### config.mk
export PLATFORM = sky130hd
export DESIGN_NAME = score_vector_collector_flat
export DESIGN_NICKNAME = d
export VERILOG_FILES = /design/src/rtl/score_vector_collector_if.sv /design/src/rtl/score_vector_collector.sv /design/src/flat_wrapper.sv
export SDC_FILE = /design/constraint.sdc
export NUM_CORES = 1
export LEC_CHECK = 0
export ABC_AREA = 1
export CAP_MARGIN = 20
export CORE_MARGIN = 2
export CORE_UTILIZATION = 35
export CTS_CLUSTER_DIAMETER = 60
export DETAILED_ROUTE_END_ITERATION = 10
export PLACE_DENSITY = 0.6
export SYNTH_ARGS = -nofsm -noshare
export SYNTH_HDL_FRONTEND = slang
export SYNTH_SLANG_ARGS = --single-unit
### constraint.sdc
create_clock -name clk -period 2.7 [get_ports clk]
set_input_delay 0.81 -clock clk [delete_from_list [all_inputs] [get_ports clk]]
set_output_delay 0.81 -clock clk [all_outputs]
set_load 0.01 [all_outputs]
### src/rtl/score_vector_collector_if.sv
// rtl/score_vector_collector_if.sv - score beat input stream and packed score vector output bundle
//
// Signals:
//   in_valid/in_ready/in_data : serial signed accumulator beats, class order 0..N_SCORES-1
//   arr_out/out_valid/out_ack : packed unsigned score vector, held until acknowledged
//   max_idx                   : argmax of the held vector (only with SCORE_COLLECT_ARGMAX_EN)
// Modports: slave = collector side, master = producer/consumer side.
// Optional macro: SCORE_COLLECT_ARGMAX_EN
interface score_vector_collector_if #(
    parameter int N_SCORES = 10,
    parameter int IN_W     = 16,
    parameter int OUT_W    = 8
);
    localparam int CW = (N_SCORES > 1) ? $clog2(N_SCORES) : 1;

    logic                      in_valid;
    logic                      in_ready;
    logic [IN_W-1:0]           in_data;
    logic [N_SCORES*OUT_W-1:0] arr_out;
    logic                      out_valid;
    logic                      out_ack;
`ifdef SCORE_COLLECT_ARGMAX_EN
    logic [CW-1:0]             max_idx;

    modport slave  (input in_valid, in_data, out_ack,
                    output in_ready, arr_out, out_valid, max_idx);
    modport master (output in_valid, in_data, out_ack,
                    input in_ready, arr_out, out_valid, max_idx);
`else
    modport slave  (input in_valid, in_data, out_ack,
                    output in_ready, arr_out, out_valid);
    modport master (output in_valid, in_data, out_ack,
                    input in_ready, arr_out, out_valid);
`endif
endinterface

### src/rtl/score_vector_collector.sv
// rtl/score_vector_collector.sv - collects, quantizes and packs N_SCORES class scores into one vector
//
// Ports:
//   clk   : clock, rising edge
//   rst_n : asynchronous active-low reset; aborts any frame in progress
//   start : begin a new frame, honoured only in IDLE
//   busy  : high whenever the collector is not IDLE
//   bus   : score_vector_collector_if.slave (beat input, packed vector output)
// Optional macro: SCORE_COLLECT_ARGMAX_EN adds running argmax tracking on bus.max_idx.
module score_vector_collector #(
    parameter int N_SCORES = 10,
    parameter int IN_W     = 16,
    parameter int SHIFT    = 4,
    parameter int OUT_W    = 8
) (
    input  logic clk,
    input  logic rst_n,
    input  logic start,
    output logic busy,
    score_vector_collector_if.slave bus
);
    localparam int CW = (N_SCORES > 1) ? $clog2(N_SCORES) : 1;
    localparam logic [IN_W-1:0] SAT = IN_W'((1 << OUT_W) - 1);

    typedef enum logic [1:0] {IDLE = 2'd0, COLLECT = 2'd1, HOLD = 2'd2} state_t;

    state_t                    state, state_nxt;
    logic [CW-1:0]             count;
    logic [N_SCORES*OUT_W-1:0] arr_q;
    logic [IN_W-1:0]           shifted;
    logic [OUT_W-1:0]          q;
    logic                      accept;
    logic                      last_beat;
    logic                      enter_collect;

    assign accept        = bus.in_valid & bus.in_ready;
    assign last_beat     = (count == CW'(N_SCORES - 1));
    assign enter_collect = (state == IDLE) & start;
    assign bus.arr_out   = arr_q;

    // ReLU, scale down, then saturate to the unsigned score range.
    always_comb begin
        shifted = bus.in_data >> SHIFT;
        if (bus.in_data[IN_W-1]) begin
            q = '0;
        end else if (shifted > SAT) begin
            q = '1;
        end else begin
            q = shifted[OUT_W-1:0];
        end
    end

    always_ff @(posedge clk or negedge rst_n) begin
        if (!rst_n) begin
            state <= IDLE;
        end else begin
            state <= state_nxt;
        end
    end

    always_comb begin
        state_nxt = state;
        case (state)
            IDLE:    if (start) state_nxt = COLLECT;
            COLLECT: if (accept && last_beat) state_nxt = HOLD;
            HOLD:    if (bus.out_ack) state_nxt = IDLE;
            default: state_nxt = IDLE;
        endcase
    end

    // Outputs decode straight from the state register, so they are glitch-free
    // and in_ready drops the cycle after the last accept.
    always_comb begin
        bus.in_ready  = 1'b0;
        bus.out_valid = 1'b0;
        busy          = 1'b0;
        case (state)
            COLLECT: begin
                bus.in_ready = 1'b1;
                busy         = 1'b1;
            end
            HOLD: begin
                bus.out_valid = 1'b1;
                busy          = 1'b1;
            end
            default: ;
        endcase
    end

    always_ff @(posedge clk or negedge rst_n) begin
        if (!rst_n) begin
            count <= '0;
            arr_q <= '0;
        end else if (enter_collect) begin
            count <= '0;
            arr_q <= '0;
        end else if (accept) begin
            for (int k = 0; k < N_SCORES; k++) begin
                if (count == CW'(k)) begin
                    arr_q[k*OUT_W +: OUT_W] <= q;
                end
            end
            count <= last_beat ? '0 : count + 1'b1;
        end
    end

`ifdef SCORE_COLLECT_ARGMAX_EN
    logic [OUT_W-1:0] run_max;
    logic [CW-1:0]    max_idx_q;

    assign bus.max_idx = max_idx_q;

    // Strictly-greater update keeps the lowest index on ties.
    always_ff @(posedge clk or negedge rst_n) begin
        if (!rst_n) begin
            run_max   <= '0;
            max_idx_q <= '0;
        end else if (enter_collect) begin
            run_max   <= '0;
            max_idx_q <= '0;
        end else if (accept && (q > run_max)) begin
            run_max   <= q;
            max_idx_q <= count;
        end
    end
`endif

endmodule

### src/flat_wrapper.sv
// flat-port wrapper written by rule: the top's interface ports become plain ports
module score_vector_collector_flat 
#(
    parameter int N_SCORES = 10,
    parameter int IN_W     = 16,
    parameter int SHIFT    = 4,
    parameter int OUT_W    = 8
)
  (clk, rst_n, start, busy, bus_in_valid, bus_in_data, bus_out_ack, bus_in_ready, bus_arr_out, bus_out_valid);
  score_vector_collector_if #(.N_SCORES(N_SCORES), .IN_W(IN_W), .OUT_W(OUT_W)) bus_i ();
  input  logic clk;
  input  logic rst_n;
  input  logic start;
  output logic busy;
  input wire logic [$bits(bus_i.in_valid)-1:0] bus_in_valid;
  input wire logic [$bits(bus_i.in_data)-1:0] bus_in_data;
  input wire logic [$bits(bus_i.out_ack)-1:0] bus_out_ack;
  output wire logic [$bits(bus_i.in_ready)-1:0] bus_in_ready;
  output wire logic [$bits(bus_i.arr_out)-1:0] bus_arr_out;
  output wire logic [$bits(bus_i.out_valid)-1:0] bus_out_valid;
  assign bus_i.in_valid = bus_in_valid;
  assign bus_i.in_data = bus_in_data;
  assign bus_i.out_ack = bus_out_ack;
  assign bus_in_ready = bus_i.in_ready;
  assign bus_arr_out = bus_i.arr_out;
  assign bus_out_valid = bus_i.out_valid;
  score_vector_collector #(.N_SCORES(N_SCORES), .IN_W(IN_W), .SHIFT(SHIFT), .OUT_W(OUT_W)) u_core (.clk(clk), .rst_n(rst_n), .start(start), .busy(busy), .bus(bus_i));
endmodule
-- After elaboration in Yosys (flattened, before gate mapping)
Cells that the tools add are included.
- add/sub/neg operators: 1
- $lt $le $gt $ge: 1
- eq/ne operators: 14
- multiplexer cells: 24
- bitwise gates (word level): 2
- reduce and logical (&&, ||, !) cells: 26
- operator list (kind ; count):
    80-bit two-way mux ; 2
    8-bit two-way mux ; 12
    2-bit nonzero test ; 11
    2-bit AND reduction ; 10
    4-bit by 3-bit equality test with 1-bit output (second input constant) ; 4
    12-bit by 8-bit greater-than comparator with 1-bit output (second input constant) ; 1
    4-bit two-way mux ; 3
    4-bit by 2-bit equality test with 1-bit output (second input constant) ; 2
    4-bit equality test (second input constant) ; 2
    2-bit two-way mux ; 3
    2-bit case mux with 3 select lines ; 1
    4-bit by 1-bit adder with 4-bit output (second input constant) ; 1
    4-bit by 1-bit equality test with 1-bit output (second input constant) ; 1
    4-bit logical NOT ; 1
    2-bit inequality test (second input constant) ; 2
    1-bit two-way mux ; 3
    3-bit AND reduction ; 1
    1-bit AND ; 2
    2-bit by 1-bit equality test with 1-bit output (second input constant) ; 1
    2-bit equality test (second input constant) ; 1
    2-bit logical NOT ; 1
    2-bit by 1-bit inequality test with 1-bit output (second input constant) ; 1
    2-bit OR reduction ; 1
    1-bit logical AND ; 1
- bits in registers: 86
- bits of input ports: 21
- output and inout bits: 83
- word-level logic and storage cells: 80

-- Logic depth before layout (Yosys ltp)
Gate-level depths: netlist of the first run.
- depth after elaboration: 6
- depth in mapped cells: 9
- mapped depth without buffers: 9

-- Least setup slack after synthesis of the first run
OpenSTA, ideal clock, no wires.
- path kind: input -> register
- start point: input bus_in_valid
- end point: register u_core.arr_q[18] (netlist: u_core.bus.arr_out[18])
- library setup time: 0.131 ns
- arrival: 1.540 ns
- data required time: 2.569 ns
- path slack: 1.030 ns
- stages: 7
- path buffers: 2
- cell sequence: nand2_2 -> nand2_4 -> buf_6 -> nand3_1 -> buf_2 -> nand3_1 -> o21ai_0
- cells in the longest elaborated chain, start to end: 3
- ends and longest elaborated chain (element ; line ; RTL):
    start, declared ; flat_wrapper.sv:15 ; input wire logic [$bits(bus_i.in_valid)-1:0] bus_in_valid;
    1-bit AND ; score_vector_collector.sv:36 ; assign accept = bus.in_valid & bus.in_ready;
    2-bit nonzero test (no line) ; - ;
    2-bit AND reduction (no line) ; - ;
    end signal, assigned by index ; score_vector_collector.sv:100 ; arr_q[k*OUT_W +: OUT_W] <= q;
    end, declared ; score_vector_collector.sv:29 ; logic [N_SCORES*OUT_W-1:0] arr_q;
No other way between the ends.
A chain may end at the register's enable or synchronous reset.

-- Worst setup path in the final report of the first run
- start point: register u_core.state[1]
- end point: output bus_in_ready
- cells in the longest elaborated chain, start to end: 2
- ends and longest elaborated chain (element ; line ; RTL):
    start, declared ; score_vector_collector.sv:27 ; state_t state, state_nxt;
    start signal, assigned ; score_vector_collector.sv:57 ; state <= state_nxt;
    2-bit by 1-bit equality test with 1-bit output ; score_vector_collector.sv:77 ; case (state)
    1-bit two-way mux ; score_vector_collector.sv:77 ;
    end, declared ; flat_wrapper.sv:18 ; output wire logic [$bits(bus_i.in_ready)-1:0] bus_in_ready;
No other way between the ends.

==> metrics, run 1 <==
crit-path max FO=4; Fillers=1032; Core Rows=37; WL final=9670 um; worst-margin pin slew=0.5634 ns; post-cts resize count=0; status=finished, final reports clean; Die Area=0.01140 mm^2; Placed Cells incl. Taps=629; Buffers on Ports=99; sequential power share=0.372; Worst Clk Skew=0.01461 ns; Post-synth EDFFs=0; first-pass GRT wire length=15790 um; nets@finish=530; H-tree level count=3; Commonest cells post-synth=nand2_1 (131), dfrtp_1 (86), nand3_1 (65), inv_1 (18); Layout Cells excl Fill=645; Max Freq=0.4015 GHz; vias in the first global route=2989; Leak=2.437 nW; share of cells above drive strength 1=0.1277; top cells by area, synth=dfrtp_1 (58%), nand2_1 (13%), nand3_1 (8.8%), o21ai_2 (4.0%), o21ai_0 (2.3%); total number of vias=3088; sequential area share after synthesis=0.5821; pwr/cell area=1106 mW/mm^2; hpwl dp=6804 um; drt wl/cell=14.99 um; crit-path leading delay family=buffers and inverters; predominant post-synthesis flop cell=dfrtp_1; Critical Path RT=1.89 ns; Cells after Synth=399; post-synthesis cell type count=23; fin util=0.4938; number of setup buffers added after CTS=0; max-slew violations=0; kind of critical path=flip-flop to output pin; ordered list of cells on the worst path=inv_1 -> ha_1 -> clkdlybuf4s50_1; Switch Pwr=0.002118 W; DR vias/cell=4.788; mapped cell area=0.003697 mm^2; drc violations=0; fin crit share=0.9224; gpl congestion=0.8113; WP buf/inv=2; FF+latch area=0.002152 mm^2; post-route antenna net violation count=0; Crit path largest cell delay=0.56 ns; worst skew pair latency=0.36 ns; Worst EP arrival=1.68 ns; RSZ-0062 raised after global routing=false; most common cell in the synthesized netlist=nand2_1; final setup TNS=0 ns; CTS Root Buffer Type=clkbuf_8; initial antenna violation count=0; Setup-failing EPs final=0; post-synth top area share=0.5821; Worst setup SP type=flip-flop; Final Hold Vio Count=0; All-Layer GR Usage=0.1788; die width=106.8 um; Async S/R FF share, synth=1.000; Internal Pwr Total=0.003494 W; DR pass1 iterations=5; min Tclk post-route=2.490 ns; Sw Ratio=0.3774; Synth Area per Inst=9.266 um^2; initial core utilization=0.3598; grt total ovfl=0; CTS tree=done; detailed router's first-iteration violation count=179; cts bufs inserted=9; warnings from Yosys=0; slowest CP cell=clkdlybuf4s50_1; CTS Hold Bufs=0; #FFs+latches synth=86; total of max-cap violations=0; largest net degree at the start of global routing=68; crit path capture type=output pin; die height=106.8 um; Peak VDD IR=0.4250 mV; n_diodes=0; Net Count, Synth=425; most area-hungry cell type in the Yosys netlist=dfrtp_1; CTS Buffer Depth=2; Clock power frac=0.168; synthesis-to-finish area growth=37.26%; clock sink total=86; # IOs=104; area of the multi-input gates=0.001386 mm^2; hold crit path type=input port to asynchronous set/reset pin; Gate power share=0.460; area of the core=0.01028 mm^2; clock slew at reported path FFs=0.09 ns; Max-slew headroom=0.6244
[area by class of cell]
cell class / instances / share of cell area
tap: 136 / 0.03353
clock buffer: 10 / 0.02712
timing repair buffer: 108 / 0.2130
inverter: 21 / 0.01553
clock inverter: 6 / 0.01356
multi-input combinational: 278 / 0.2732
sequential: 86 / 0.4241
[layer usage]
layer / vias to the layer above / track usage / part of all wire
met5: - / 0 / 0
met4: 0 / 0.03989 / 0.0039
met3: 5 / 0.03891 / 0.054
met2: 79 / 0.2903 / 0.49
li1: 1514 / - / -
met1: 1490 / 0.2467 / 0.45
[kinds of logic (layout without fill, tap and decap cells)]
| family | Yosys count | in the layout | share of synthesized area |
|---|---|---|---|
| adder cells (fa/ha/maj) | 5 | 5 | 0.01692 |
| flip-flops | 86 | 86 | 0.5821 |
| buffers and inverters | 35 | 145 | 0.04297 |
| AO/OA/AOI/OAI | 51 | 51 | 0.08697 |
| AND/OR/NAND/NOR | 222 | 222 | 0.2711 |
[through the flow]
step           setup slack (ns)  power [W]  hold WS [ns]  instance area [um^2]
5_1_grt                 0.09627   0.006006        0.4601                  5075
3_5_place_dp             0.1870   0.004721        0.4721                  4868
4_1_cts                  0.1853   0.005678        0.4533                  5075
3_3_place_gp             0.2454   0.004677        0.4669                  4868
2_1_floorplan             1.030   0.003369        0.4666                  3697
6_report                 0.2096   0.005612        0.4361                  5075
[sequential cells by signal, indices dropped and copies added, names as in the netlist]
name and count:
u_core.bus.arr_out 80, u_core.count 4, u_core.state 2
[final timing paths]
| check | startpoint | to | slack [ns] | depth (start not counted) |
|---|---|---|---|---|
| max | u_core.state[1] | bus_in_ready | 0.21 | 3 |
| min | rst_n | u_core.bus.arr_out[49] | 0.44 | 1 |
| max reg2reg | u_core.state[1] | u_core.bus.arr_out[21] | 0.77 | 8 |
| min reg2reg | u_core.bus.arr_out[73] | u_core.bus.arr_out[73] | 0.49 | 2 |
| max in group asynchronous | rst_n | u_core.bus.arr_out[67] | 1.63 | 2 |
| min in group clk | u_core.bus.arr_out[73] | u_core.bus.arr_out[73] | 0.49 | 2 |
[cells in the final DEF, fill, tap and decap left out]
master / instances
inv_6: 1
clkinvlp_4: 1
bufinv_16: 1
nor2_4: 3
o21ai_0: 17
dfrtp_1: 86
clkinv_4: 2
nand3_1: 65
nand2_1: 131
inv_2: 3
o211ai_1: 1
ha_1: 5
nand3_2: 4
nand2_2: 7
nand2_4: 2
clkdlybuf4s50_1: 98
buf_4: 8
nor2_1: 7
nor2_2: 2
a21oi_1: 2
clkbuf_8: 10
inv_1: 18
buf_12: 2
o21ai_1: 14
o21ai_2: 17
clkinv_2: 1
or2_2: 1
[power groups by stage]
stage	sequential, W	clock [W]	combinational (W)
after detailed placement	0.00212	0	0.00261
after floorplan	0.00227	0	0.00110
after CTS	0.00209	0.000962	0.00262
after global placement	0.00211	0	0.00257
final	0.00209	0.000945	0.00258
after global routing	0.00215	0.00102	0.00284
(Power assumes the default switching activity.)
==> inputs of run 2 (changes only) <==
SKIP_CTS_REPAIR_TIMING = 1   (was unset)
==> results of run 2 <==
No change in the layout: final DEF, timing and power equal those of run 1.
